==> config.mk <==
export PLATFORM = sky130hd
export DESIGN_NAME = lsu_axi_master
export DESIGN_NICKNAME = d
export VERILOG_FILES = /design/src/rtl/lsu_axi_master.sv
export SDC_FILE = /design/constraint.sdc
export NUM_CORES = 1
export LEC_CHECK = 0
export CAP_MARGIN = 0
export CORE_UTILIZATION = 35
export DETAILED_ROUTE_END_ITERATION = 10
export HOLD_SLACK_MARGIN = 0.06
export PLACE_DENSITY = 0.68
export SYNTH_ARGS = -nofsm -noshare
export SYNTH_HDL_FRONTEND = slang
export SYNTH_SLANG_ARGS = --single-unit
==> constraint.sdc <==
create_clock -name clk -period 3.7 [get_ports clk]
set_input_delay 0.555 -clock clk [delete_from_list [all_inputs] [get_ports clk]]
set_output_delay 0.555 -clock clk [all_outputs]
set_load 0.005 [all_outputs]
==> src/rtl/lsu_axi_master.sv <==
// Load/store unit front end: takes one EXU memory request at a time,
// checks alignment, and runs it as a single-beat AXI read or write.
// Byte/half lanes are placed or extracted here, so the slave always sees
// word-aligned addresses.
module lsu_axi_master (
  input  logic        clk,
  input  logic        rst,
  // EXU request side
  input  logic        req_valid,
  output logic        req_ready,
  input  logic        req_wen,
  input  logic [31:0] req_addr,
  input  logic [31:0] req_wdata,
  input  logic [1:0]  req_size,
  input  logic        req_unsigned,
  // EXU response side
  output logic        resp_valid,
  output logic [31:0] resp_rdata,
  output logic        resp_err,
  // AXI read channels
  output logic [31:0] maxi_araddr,
  output logic        maxi_arvalid,
  input  logic        maxi_arready,
  input  logic [31:0] maxi_rdata,
  input  logic        maxi_rvalid,
  output logic        maxi_rready,
  // AXI write channels
  output logic [31:0] maxi_awaddr,
  output logic        maxi_awvalid,
  input  logic        maxi_awready,
  output logic [31:0] maxi_wdata,
  output logic        maxi_wvalid,
  input  logic        maxi_wready,
  input  logic        maxi_bvalid,
  output logic        maxi_bready,
  output logic [7:0]  wmask
);

  typedef enum logic [2:0] {
    IDLE,
    RADDR,
    RDATA,
    WRITE,
    WRESP,
    ERR
  } state_t;

  state_t      state;
  state_t      state_next;

  logic [31:0] addr_q;
  logic [1:0]  size_q;
  logic        uns_q;
  logic [31:0] wdata_q;
  logic [3:0]  mask_q;
  logic        aw_done;
  logic        w_done;

  logic        accept;
  logic        misalign;
  logic        aw_fire;
  logic        w_fire;
  logic [31:0] rd_shift;
  logic [31:0] load_val;
  logic [31:0] st_data;
  logic [3:0]  st_mask;

  // Holding off req_ready while the response pulses keeps the next
  // acceptance at least one cycle after resp_valid.
  assign req_ready    = (state == IDLE) && !resp_valid;
  assign accept       = req_valid && req_ready;

  assign maxi_araddr  = {addr_q[31:2], 2'b00};
  assign maxi_awaddr  = {addr_q[31:2], 2'b00};
  assign maxi_arvalid = (state == RADDR);
  assign maxi_rready  = (state == RDATA);
  assign maxi_awvalid = (state == WRITE) && !aw_done;
  assign maxi_wvalid  = (state == WRITE) && !w_done;
  assign maxi_bready  = (state == WRESP);
  assign maxi_wdata   = wdata_q;
  assign wmask        = {4'b0000, mask_q};

  assign aw_fire      = maxi_awvalid && maxi_awready;
  assign w_fire       = maxi_wvalid && maxi_wready;

  // Alignment check on the incoming request.
  always_comb begin
    misalign = 1'b0;
    case (req_size)
      2'b00:   misalign = 1'b0;
      2'b01:   misalign = req_addr[0];
      2'b10:   misalign = (req_addr[1:0] != 2'b00);
      default: misalign = 1'b1;
    endcase
  end

  // Store lane placement: shift data and byte enables to the addressed lane.
  always_comb begin
    st_data = req_wdata << {req_addr[1:0], 3'b000};
    case (req_size)
      2'b00:   st_mask = 4'b0001 << req_addr[1:0];
      2'b01:   st_mask = 4'b0011 << req_addr[1:0];
      default: st_mask = 4'b1111;
    endcase
  end

  // Load lane extraction with sign or zero extension.
  always_comb begin
    rd_shift = maxi_rdata >> {addr_q[1:0], 3'b000};
    case (size_q)
      2'b00:   load_val = uns_q ? {24'h000000, rd_shift[7:0]}
                                : {{24{rd_shift[7]}}, rd_shift[7:0]};
      2'b01:   load_val = uns_q ? {16'h0000, rd_shift[15:0]}
                                : {{16{rd_shift[15]}}, rd_shift[15:0]};
      default: load_val = maxi_rdata;
    endcase
  end

  // State register.
  always_ff @(posedge clk or posedge rst) begin
    if (rst) state <= IDLE;
    else     state <= state_next;
  end

  // Next-state logic.
  always_comb begin
    state_next = state;
    case (state)
      IDLE: begin
        if (accept) begin
          if (misalign)     state_next = ERR;
          else if (req_wen) state_next = WRITE;
          else              state_next = RADDR;
        end
      end
      RADDR: if (maxi_arready) state_next = RDATA;
      RDATA: if (maxi_rvalid)  state_next = IDLE;
      WRITE: if ((aw_done || aw_fire) && (w_done || w_fire)) state_next = WRESP;
      WRESP: if (maxi_bvalid)  state_next = IDLE;
      ERR:   state_next = IDLE;
      default: state_next = IDLE;
    endcase
  end

  // Request latch, write-channel bookkeeping and registered responses.
  // An error response is raised at acceptance so it shows during the ERR cycle.
  always_ff @(posedge clk or posedge rst) begin
    if (rst) begin
      addr_q     <= '0;
      size_q     <= '0;
      uns_q      <= 1'b0;
      wdata_q    <= '0;
      mask_q     <= '0;
      aw_done    <= 1'b0;
      w_done     <= 1'b0;
      resp_valid <= 1'b0;
      resp_err   <= 1'b0;
      resp_rdata <= '0;
    end else begin
      resp_valid <= 1'b0;
      resp_err   <= 1'b0;
      if (accept) begin
        addr_q  <= req_addr;
        size_q  <= req_size;
        uns_q   <= req_unsigned;
        aw_done <= 1'b0;
        w_done  <= 1'b0;
        if (misalign) begin
          resp_valid <= 1'b1;
          resp_err   <= 1'b1;
        end else if (req_wen) begin
          wdata_q <= st_data;
          mask_q  <= st_mask;
        end
      end
      if (state == WRITE) begin
        if (aw_fire) aw_done <= 1'b1;
        if (w_fire)  w_done  <= 1'b1;
      end
      if ((state == RDATA) && maxi_rvalid) begin
        resp_rdata <= load_val;
        resp_valid <= 1'b1;
      end
      if ((state == WRESP) && maxi_bvalid) begin
        resp_valid <= 1'b1;
        mask_q     <= '0;
      end
    end
  end

endmodule

==> out/metrics.cfg <==
[outcome]
status = completed

[critical_path]
critPathLaunchType = flop
max_stage_delay_ns = 0.62
cp_num_buf_inv = 1
cp-end-kind = output pin
critPathKind = reg -> out
path_delay_family = buffers and inverters
cp_max_fo = 10
cp_data_arrival_time_ns = 2.03
path_cells = nor3b_1 -> clkdlybuf4s50_1
timing.critical_path.required_ns = 3.14
crit_slowest_cell = clkdlybuf4s50_1

[sta]
post-route-min-period_ns = 2.58
setup_ws_ns = 1.12
relSlewSlack = 0.491
hold_violations = 0
worst_pin_slew_ns = 0.763
fmax_mhz = 387
fin_crit_sh = 0.698
drv_slew = 0
setup_tns_ns = 0
fin_skew_ns = 0.00721
rsz0062_at_grt = no
setup_violations = 0

[job]
cap_violations = 0

[synthesis]
synth_area_sq_um = 5860
ys_warn_count = 0
yosysTopAreaCellShare = 0.470
synthCells = 576
yosys.area.top_type = dfrtp_1
synth_cell_type_count = 42
synth_async_sr_flop_share = 1.00
ys_seq_elements = 110
yosysSeqAreaShare = 0.470
synth_area_per_cell_sq_um = 10.2
ys_top_cells_by_area = dfrtp_1, mux2_2, buf_4
synth_ff_type = dfrtp_1
synth-edff-count = 0

[clock_network]
cts_resized = 0
htree_levels = 3
ctsHoldBuffers = 0
post_cts_buffers = 0
numCtsBuffers = 9
cts.sinks = 110
cts_tree = built
cts_max_path_buffers = 2
cts_root_buf = clkbuf_16
clk_latency_ns = 0.35
clk_pin_slew_ns = 0.07

[drt]
drt-initial-drc-count = 211
ant_nets = 0
num_vias = 4843
drc_errors = 0
firstDrtPassIters = 4
wl_per_cell_um = 17.1
drt_wl_total_mm = 16.4
routed_via_density = 5.05

[finish]
drive_gt1_frac = 0.121
instances_no_fill = 959
register_area_sq_um = 2750
diodes = 0
syn2layout_area_growth_pct = 41.6
fin_nets = 847
multi_input_area_sq_um = 2440
nFillCells = 1429
final_core_util = 0.515

[worst_hold_path]
hp-class = reg -> reg

[grt]
overflow = 0
grt_pass1_wl_mm = 26.3
grt_pass1_vias = 4977
grt_usage = 0.193
grt_antenna_before_repair = 0
grt_max_degree = 73

[die]
ios = 252
core-area_sq_um = 16100
initial_core_util = 0.364
die_h_um = 131
rows = 46
die_w_um = 131
dieArea_sq_um = 17300

[power_and_ir_drop]
leakagePower_nw = 3.46
power.switching_mw = 2.02
switching_share = 0.322
power.share.combinational = 0.480
clock_power_share = 0.162
power_density_nw_per_um2 = 757
vdd.ir_drop.worst_mv = 0.359
p_seq_frac = 0.358
internal-power_mw = 4.26

[placement]
port_buffers = 243
dpl.cell_count = 944
gp_congestion = 0.911
dp_slack_ns = 0.788
dp_hpwl_mm = 12.4

## registers in the layout, indices dropped and copies added (netlist names)
signal and flops:
resp_err 1, size_q 2, resp_valid 1, maxi_wdata 32, aw_done 1, resp_rdata 32
state 3, addr_q 32, w_done 1, mask_q 4, uns_q 1
## path summary, 6_finish.rpt
| check | startpoint | depth (start not counted) | end | slack (ns) |
|---|---|---|---|---|
| worst max-delay path | state[0] | 2 | maxi_bready | 1.12 |
| worst min-delay path | resp_rdata[21] | 2 | resp_rdata[21] | 0.49 |
| worst max register to register | addr_q[1] | 4 | resp_rdata[27] | 1.44 |
| worst min register to register | resp_rdata[21] | 2 | resp_rdata[21] | 0.49 |
| max in group asynchronous | rst | 3 | addr_q[16] | 2.28 |
| min in group asynchronous | rst | 2 | addr_q[14] | 0.66 |
## power groups by stage
stage | Sequential [mW] | Combinational [mW] | Clock [mW]
final | 2.25 | 3.02 | 1.02
after global routing | 2.33 | 3.27 | 1.09
after CTS | 2.25 | 3.05 | 1.05
after detailed placement | 2.26 | 3.05 | 0
after global placement | 2.24 | 2.98 | 0
after floorplan | 2.10 | 1.78 | 0
## worst min-delay path, stage by stage, from the launching register on
cell and delay [ns]:
dfrtp_1 0.34, nand2_1 0.05, nand3_1 0.07
## layout make-up
cell class              instances  share of cell area
clock inverters                 4             0.00875
multi-input cells             362               0.294
well taps                     216              0.0326
repair buffers                252               0.303
inverters                       4             0.00211
clock buffers                  11              0.0281
flip-flops and latches        110               0.332
## stage by stage
step	area [sq um]	hold slack [ns]	power [mW]
6_report	8300	0.494	6.28
5_1_grt	8300	0.527	6.69
4_1_cts	8300	0.499	6.36
3_5_place_dp	7990	0.482	5.31
3_3_place_gp	7990	0.469	5.22
2_1_floorplan	5880	0.473	3.89
## Yosys cell counts, types with 2 or more instances
cell type and number:
a211oi_1 8, a21oi_1 27, a22o_1 3, a22oi_1 7
buf_1 4, buf_2 14, buf_4 70, clkbuf_1 19
dfrtp_1 110, inv_1 4, mux2_2 50, mux2i_1 31
nand2_1 64, nand2b_1 13, nand3_1 34, nor2_1 8
nor2b_1 11, nor3b_1 2, o21ai_0 38, o21ai_1 8
o22a_1 8, o31ai_1 8, o41ai_1 8, or2_2 9
## logic make-up (layout without fill, tap and decap cells)
kind of cell / count (synthesis) / in the layout / synth area share
simple gates: 151 / 151 / 0.130
mux: 81 / 81 / 0.149
other cells: 1 / 8 / 0.000640
flops: 110 / 110 / 0.470
compound gates: 122 / 122 / 0.132
buf+inv: 111 / 271 / 0.119
## layout by cell type (no fill, tap or decap), types with 3 or more instances in the layout
| cell | netlist | final |
|---|---|---|
| nand3_1 | 34 | 34 |
| clkbuf_16 | 0 | 9 |
| a211oi_1 | 8 | 8 |
| dfrtp_1 | 110 | 110 |
| o21ai_1 | 8 | 8 |
| nor2b_1 | 11 | 11 |
| nand2_1 | 64 | 64 |
| o22a_1 | 8 | 8 |
| clkdlybuf4s50_1 | 0 | 243 |
| inv_1 | 4 | 3 |
| mux2i_1 | 31 | 31 |
| o21ai_0 | 38 | 38 |
| a21oi_1 | 27 | 27 |
| a22oi_1 | 7 | 7 |
| o41ai_1 | 8 | 8 |
| a22o_1 | 3 | 3 |
| nand2b_1 | 13 | 13 |
| buf_4 | 70 | 8 |
| o31ai_1 | 8 | 8 |
| nor2_1 | 8 | 7 |
| conb_1 | 1 | 8 |
| or2_2 | 9 | 9 |
| mux2_2 | 50 | 50 |
## layer usage
layer	vias up	GRT usage	wire, um
li1	2271	-	-
met1	2334	0.228	6580
met2	215	0.330	8220
met3	23	0.0590	1270
met4	0	0.0672	358
met5	-	0	0
No activity file was read; power rests on OpenSTA's default activity.
